[src/rtl/control_fsm.sv]
// Multi-cycle sequencer for the 16-bit datapath: decodes opcode/flags into datapath
// enables and ALU ops, and runs the req/ready memory handshake for fetch, load and store.
module control_fsm #(
   parameter int TIMEOUT_W = 8,
   parameter int TIMEOUT   = 255
) (
   input  logic       clk,
   input  logic       rst_n,
   input  logic [3:0] opcode,
   input  logic       zero,
   input  logic       neg,
   input  logic       mem_ready,
   output logic       mem_rd,
   output logic       mem_wr,
   output logic       s_addr,
   output logic       en_inst,
   output logic       en_a,
   output logic       en_b,
   output logic       en_f,
   output logic       en_mdr,
   output logic       en_pc,
   output logic [3:0] alu_op,
   output logic       s_regfile_din,
   output logic       we_regfile,
   output logic       s_regfile_rw,
   output logic       halted,
   output logic       illegal,
   output logic       bus_err
);

   typedef enum logic [3:0] {
      S_INIT, S_FETCH, S_DECODE, S_EXEC, S_WB, S_ADDR_A, S_MRD, S_LWB,
      S_ADDR_B, S_MWR, S_BRTEST, S_BRTAKE, S_JAL1, S_JAL2, S_JR, S_HALT
   } state_t;

   localparam logic [3:0] ALU_PASSA  = 4'h5;
   localparam logic [3:0] ALU_PASSB  = 4'h6;
   localparam logic [3:0] ALU_PASSPC = 4'h7;
   localparam logic [3:0] ALU_INCPC  = 4'h8;
   localparam logic [3:0] ALU_IMM8   = 4'h9;
   localparam logic [3:0] ALU_BROFF  = 4'hA;
   localparam logic [3:0] ALU_JOFF   = 4'hB;
   localparam logic [3:0] ALU_ZERO   = 4'hF;

   localparam bit                   TIMEOUT_EN  = (TIMEOUT != 0);
   localparam logic [TIMEOUT_W-1:0] TIMEOUT_CNT = TIMEOUT_W'(TIMEOUT);

   state_t               state_q, state_d;
   logic [TIMEOUT_W-1:0] wait_q, wait_d;
   logic                 illegal_q, illegal_d;
   logic                 bus_err_q, bus_err_d;
   logic                 mem_wait;
   logic                 timeout_hit;

   assign timeout_hit = TIMEOUT_EN && (wait_q == TIMEOUT_CNT) && !mem_ready;

   // Outputs are Mealy on mem_ready (enables fire in the completing cycle) and are
   // forced low while rst_n is held, ahead of the synchronous state reset.
   always_comb begin
      // NOTE: every signal gets a default first so no path through the case infers a latch.
      state_d       = state_q;
      illegal_d     = illegal_q;
      bus_err_d     = bus_err_q;
      mem_wait      = 1'b0;
      mem_rd        = 1'b0;
      mem_wr        = 1'b0;
      s_addr        = 1'b0;
      en_inst       = 1'b0;
      en_a          = 1'b0;
      en_b          = 1'b0;
      en_f          = 1'b0;
      en_mdr        = 1'b0;
      en_pc         = 1'b0;
      alu_op        = 4'h0;
      s_regfile_din = 1'b0;
      we_regfile    = 1'b0;
      s_regfile_rw  = 1'b0;
      if (rst_n) begin
         unique case (state_q)
            S_INIT: begin
               alu_op  = ALU_ZERO;
               en_pc   = 1'b1;
               state_d = S_FETCH;
            end
            S_FETCH: begin
               mem_rd = 1'b1;
               if (mem_ready) begin
                  en_inst = 1'b1;
                  en_pc   = 1'b1;
                  alu_op  = ALU_INCPC;
                  state_d = S_DECODE;
               end else if (timeout_hit) begin
                  state_d   = S_HALT;
                  bus_err_d = 1'b1;
               end else begin
                  mem_wait = 1'b1;
               end
            end
            S_DECODE: begin
               en_a = 1'b1;
               en_b = 1'b1;
               unique case (opcode)
                  4'h0, 4'h1, 4'h2, 4'h3, 4'h4, 4'h8: state_d = S_EXEC;
                  4'h9:       state_d = S_ADDR_A;
                  4'hA:       state_d = S_ADDR_B;
                  4'hB, 4'hC: state_d = S_BRTEST;
                  4'hD:       state_d = S_JAL1;
                  4'hE:       state_d = S_JR;
                  4'hF:       state_d = S_HALT;
                  default: begin
                     state_d   = S_HALT;
                     illegal_d = 1'b1;
                  end
               endcase
            end
            S_EXEC: begin
               alu_op  = (opcode == 4'h8) ? ALU_IMM8 : opcode;
               en_f    = 1'b1;
               state_d = S_WB;
            end
            S_WB: begin
               we_regfile = 1'b1;
               state_d    = S_FETCH;
            end
            S_ADDR_A: begin
               alu_op  = ALU_PASSA;
               en_f    = 1'b1;
               state_d = S_MRD;
            end
            S_MRD: begin
               mem_rd = 1'b1;
               s_addr = 1'b1;
               if (mem_ready) begin
                  en_mdr  = 1'b1;
                  state_d = S_LWB;
               end else if (timeout_hit) begin
                  state_d   = S_HALT;
                  bus_err_d = 1'b1;
               end else begin
                  mem_wait = 1'b1;
               end
            end
            S_LWB: begin
               we_regfile    = 1'b1;
               s_regfile_din = 1'b1;
               state_d       = S_FETCH;
            end
            S_ADDR_B: begin
               alu_op  = ALU_PASSB;
               en_f    = 1'b1;
               state_d = S_MWR;
            end
            S_MWR: begin
               mem_wr = 1'b1;
               s_addr = 1'b1;
               if (mem_ready) begin
                  state_d = S_FETCH;
               end else if (timeout_hit) begin
                  state_d   = S_HALT;
                  bus_err_d = 1'b1;
               end else begin
                  mem_wait = 1'b1;
               end
            end
            S_BRTEST: begin
               alu_op = ALU_PASSA;
               if ((opcode == 4'hB && zero) || (opcode == 4'hC && neg)) state_d = S_BRTAKE;
               else                                                      state_d = S_FETCH;
            end
            S_BRTAKE: begin
               alu_op  = ALU_BROFF;
               en_pc   = 1'b1;
               state_d = S_FETCH;
            end
            S_JAL1: begin
               alu_op  = ALU_PASSPC;
               en_f    = 1'b1;
               state_d = S_JAL2;
            end
            S_JAL2: begin
               we_regfile   = 1'b1;
               s_regfile_rw = 1'b1;
               alu_op       = ALU_JOFF;
               en_pc        = 1'b1;
               state_d      = S_FETCH;
            end
            S_JR: begin
               alu_op  = ALU_PASSA;
               en_pc   = 1'b1;
               state_d = S_FETCH;
            end
            S_HALT: state_d = S_HALT;
            default: state_d = S_INIT;
         endcase
      end
   end

   // The wait counter restarts whenever a memory state is entered or left.
   assign wait_d = mem_wait ? wait_q + TIMEOUT_W'(1) : '0;

   assign halted  = rst_n && (state_q == S_HALT);
   assign illegal = rst_n && illegal_q;
   assign bus_err = rst_n && bus_err_q;

   always_ff @(posedge clk) begin
      // NOTE: state registers use non-blocking assignment so every flop samples pre-edge values.
      if (!rst_n) begin
         state_q   <= S_INIT;
         wait_q    <= '0;
         illegal_q <= 1'b0;
         bus_err_q <= 1'b0;
      end else begin
         state_q   <= state_d;
         wait_q    <= wait_d;
         illegal_q <= illegal_d;
         bus_err_q <= bus_err_d;
      end
   end

endmodule
[config.mk]
export PLATFORM = sky130hd
export DESIGN_NAME = control_fsm
export DESIGN_NICKNAME = d
export VERILOG_FILES = /design/src/rtl/control_fsm.sv
export SDC_FILE = /design/constraint.sdc
export NUM_CORES = 1
export LEC_CHECK = 0
export ABC_AREA = 1
export CAP_MARGIN = 15
export CORE_MARGIN = 3
export CORE_UTILIZATION = 39
export CTS_CLUSTER_DIAMETER = 80
export DETAILED_ROUTE_END_ITERATION = 8
export HOLD_SLACK_MARGIN = 0.08
export PLACE_DENSITY = 0.71
export SLEW_MARGIN = 5
export SYNTH_ARGS = -nofsm -noshare
export SYNTH_HDL_FRONTEND = slang
export SYNTH_SLANG_ARGS = --single-unit
export TNS_END_PERCENT = 30
[constraint.sdc]
create_clock -name clk -period 2.55 [get_ports clk]
set_input_delay 0.6375 -clock clk [delete_from_list [all_inputs] [get_ports clk]]
set_output_delay 0.6375 -clock clk [all_outputs]
set_load 0.02 [all_outputs]
# Word-level counts from Yosys, hierarchy flattened
# Index checks and enable logic that the tools add are counted.
[totals]
word_cells = 97
regBits = 14
input_bits = 9
[op_classes]
n_reduce_logical = 24
eq_ne = 28
mux = 38
n_addsub = 1
bitwise = 2
[ops]
columns = ["op", "n"]
rows = [
  ["== test 4 bit, second input constant", 16],
  ["case mux 4 bit (11 select lines)", 1],
  ["2-to-1 mux 4 bit", 8],
  ["case mux 4 bit (8 select lines)", 1],
  ["2-to-1 mux 1 bit", 26],
  ["case mux 4 bit (6 select lines)", 1],
  ["== test 4 x 3 -> 1 bit, second input constant", 5],
  ["== test 4 x 2 -> 1 bit, second input constant", 4],
  ["OR reduction 13 bit", 1],
  ["OR reduction 6 bit", 2],
  ["OR reduction 3 bit", 3],
  ["adder 8 x 1 -> 8 bit, second input constant", 1],
  ["== test 4 x 1 -> 1 bit, second input constant", 2],
  ["== test 8 bit, second input constant", 1],
  ["logical NOT 4 bit", 2],
  ["OR reduction 4 bit", 2],
  ["logical AND 1 bit", 6],
  ["OR reduction 2 bit", 3],
  ["AND reduction 2 bit", 2],
  ["AND reduction 3 bit", 1],
  ["NOT 1 bit", 2],
  ["case mux 1 bit (2 select lines)", 1],
  ["logical NOT 1 bit", 1],
  ["logical OR 1 bit", 1],
]

# Logic depth before layout (Yosys ltp)
[depth]
word_depth = 7
mapped_depth = 11
mapped_depth_nobuf = 11

# Worst setup path before layout
# Ideal clock, no wire load.
[synth_path]
path_kind = "input -> output"
from = "in rst_n"
to = "out en_b"
setup_slack_ns = 0.357
arrival_time_ns = 1.555
path_buffers = 1
path_stages = 3
t_required_ns = 1.913
cell_sequence = "inv_2 > nor3_1 > buf_4"
[synth_between]
elab_chain_cells = 1
[synth_lines]
columns = ["element", "line", "source"]
rows = [
  ["from (decl)", "8", "input logic rst_n,"],
  ["2-to-1 mux 1 bit", "n/a", ""],
  ["to (decl)", "18", "output logic en_b,"],
]
# Every way passes these cells.

# Worst setup path in the final report
[layout_path]
from = "in rst_n"
to = "out en_b"
[layout_between]
elab_chain_cells = 1
[layout_lines]
columns = ["element", "line", "source"]
rows = [
  ["2-to-1 mux 1 bit", "78", "if (rst_n) begin"],
]
# Every way passes these cells.

==> run summary <==
total inserted antenna cells: 0
final period utilization: 0.981
Slew @ Worst Pin: 0.313 ns
Gate power share: 0.567
Max Slew Vio Count: 0
reg-to-reg critical path endpoint: state_q[3]
Reg power frac: 0.279
CP endpoint kind: primary output
Clock Path Buffers: 2
most frequent cells in the layout: nand2_1 (49), nor2_1 (43), inv_1 (20)
Post-DP Area: 1500 µm²
RSZ-0062 raised after global routing: true
Final Setup Violations: 0
WL/cell: 11.0 µm
core area: 2540 µm²
vias after detailed routing: 1,292
clock share of power: 0.154
sequential share of the synthesized area: 0.262
CP Capture Point: en_b
DRC viols: 0
synthesized net count: 197
Max Cap Viol: 0
commonest non-fill, non-tap cell in the layout: nand2_1
Total Routed Length: 2900 µm
Layout Utilization: 0.595
DR pass1 iterations: 4
cell taking the most area after synthesis: dfxtp_1
outcome: complete, no violations
crit path max fanout: 5
worst reg2reg setup slack: 1.06 ns
clock period minus worst slack: 2.50 ns
Netlist cell types: 22
Synth Instances: 187
WS Path Type: primary input to primary output
Ports: 28
Final HPWL DP: 2370 µm
finished layout cell area: 1510 µm²
CTS tree: built
vias in the first global route: 1,197
largest cells by area after synthesis: dfxtp_1 (26%), nand2_1 (17%), nor2_1 (15%), inv_1 (7.0%), a21oi_1 (6.1%)
critical path data required time: 1.91 ns
startpoint type of the worst setup path: primary input
clk_lat worst skew: 0.28 ns
die area: 3400 µm²
f_max: 400 MHz
initial antenna violation count: 0
clk root buf: clkbuf_4
Sink Count: 14
Die Ht: 58.3 µm
Register Area: 280 µm²
Avg Inst Size Synth: 5.71 µm²
Starting Density: 0.420
global placer's final weighted congestion: 0.947
fin nets: 245
I/O Buffers: 27
mapped cell area: 1070 µm²
worst vdd ir: 0.000467 V
Multi-input gate area: 692 µm²
Yosys warning count: 0
Yosys top cell area share: 0.262
CTS Buf Count: 3
Final Hold Slack: 0.446 ns
fill count: 259
CTS HTree Levels: 1
largest net degree at the start of global routing: 9
NetSw: 0.000464 W
FF-to-FF Start: wait_q[0]
Int Power: 0.000548 W
Hold Fails Final Rpt: 0
register bit total from synthesis: 14
Die X-Extent: 58.3 µm
first-pass GRT wire length: 4880 µm
Worst R2R Path Depth: 7
overall routing resource usage: 0.181
DR iter-0 viols: 68
Worst Clk Skew: 0.00328 ns
Rel. slew slack: 0.791
num rows: 18
Pwr per Cell Area: 668 nW/µm²
Sw Ratio: 0.458
layout cells sized above 1: 0.158
Area growth syn-to-layout: 41.7%
Crit path arrival time: 1.86 ns
Final ANT Viol Nets: 0
Leakage Power: 0.809 nW
Min-Delay Startpoint: wait_q[0]
DR vias/cell: 4.89
Hold Crit Class: flop to flop
GRT overflow: 0
Setup crit start: rst_n
Worst-path clk slew: 0.08 ns
-- logic make-up (layout without fill, tap and decap cells) --
| family | after synthesis | after routing | share of synthesized area |
|---|---|---|---|
| xor+xnor | 5 | 5 | 0.0410 |
| compound gates | 23 | 23 | 0.115 |
| flops | 14 | 14 | 0.262 |
| buf+inv | 26 | 73 | 0.0948 |
| simple gates | 118 | 118 | 0.475 |
| fa+ha+maj | 1 | 1 | 0.0117 |
-- cell usage after synthesis --
| cell | number |
|---|---|
| o31ai_1 | 1 |
| inv_2 | 4 |
| buf_4 | 1 |
| nand4_1 | 2 |
| ha_1 | 1 |
| nor3_1 | 4 |
| nand2_2 | 4 |
| xor2_1 | 4 |
| nand2_1 | 49 |
| nor2_2 | 3 |
| nand3_1 | 11 |
| o21ai_0 | 4 |
| a31oi_1 | 4 |
| xnor2_1 | 1 |
| a21oi_1 | 13 |
| dfxtp_1 | 14 |
| nor2_1 | 43 |
| nor3_2 | 1 |
| inv_1 | 20 |
| nand4_4 | 1 |
| buf_1 | 1 |
| o21ai_1 | 1 |
-- worst min-delay path by stage --
stage                endpoint  slack [ns]  cells past startpoint
finish              wait_q[0]        0.45                      1
global route        wait_q[0]        0.48                      1
CTS                 wait_q[0]        0.45                      1
detailed placement  wait_q[0]        0.44                      1
global placement    wait_q[0]        0.43                      1
floorplan           illegal_q        0.42                      2
-- metrics by stage --
stage / total power (W) / TNS [ns] / instances / worst slack [ns]
CTS: 0.00102 / 0 / 264 / 0.00331
finish: 0.00101 / 0 / 264 / 0.0486
detailed placement: 0.000896 / -3.66 / 260 / -0.321
floorplan: 0.000670 / 0 / 187 / 0.357
global placement: 0.000888 / -3.42 / 260 / -0.254
global route: 0.00111 / -0.0311 / 264 / -0.0311
-- layer usage --
layer  track usage  vias up  wire (µm)
met5             0        -          0
li1              -      685          -
met3        0.0548        7        182
met4        0.0563        0         36
met1         0.248      557       1440
met2         0.271       43       1250
-- what timing repair did --
item,4_1_cts,5_1_grt
setup buffers,0,0
endpoints found under the setup margin,19,5
pin swaps,0,0
cloned,0,0
hold buffers,0,0
gates resized for setup,22,7
-- power by group through the flow --
| stage | combinational (W) | sequential, W | clock (W) |
|---|---|---|---|
| after floorplan | 0.000395 | 0.000276 | 0 |
| after global placement | 0.000606 | 0.000283 | 0 |
| after detailed placement | 0.000612 | 0.000284 | 0 |
| after CTS | 0.000578 | 0.000281 | 0.000164 |
| after global routing | 0.000641 | 0.000288 | 0.000178 |
| final | 0.000574 | 0.000282 | 0.000156 |
-- registers in the layout, indices dropped and copies added, names as in the netlist --
name,flops
illegal_q,1
state_q,4
wait_q,8
bus_err_q,1
-- cell type report --
type	instances	share of cell area
multi-input combinational	147	0.457
tap	30	0.0248
sequential	14	0.185
inverter	24	0.0595
clock buffer	4	0.0240
timing repair buffer	45	0.250
-- critical path: stages --
cell and delay (ns):
clkdlybuf4s50_1 0.50, inv_2 0.08, nor3_1 0.20, buf_4 0.15, clkdlybuf4s15_1 0.30
Power figures use the tool's default switching activity.
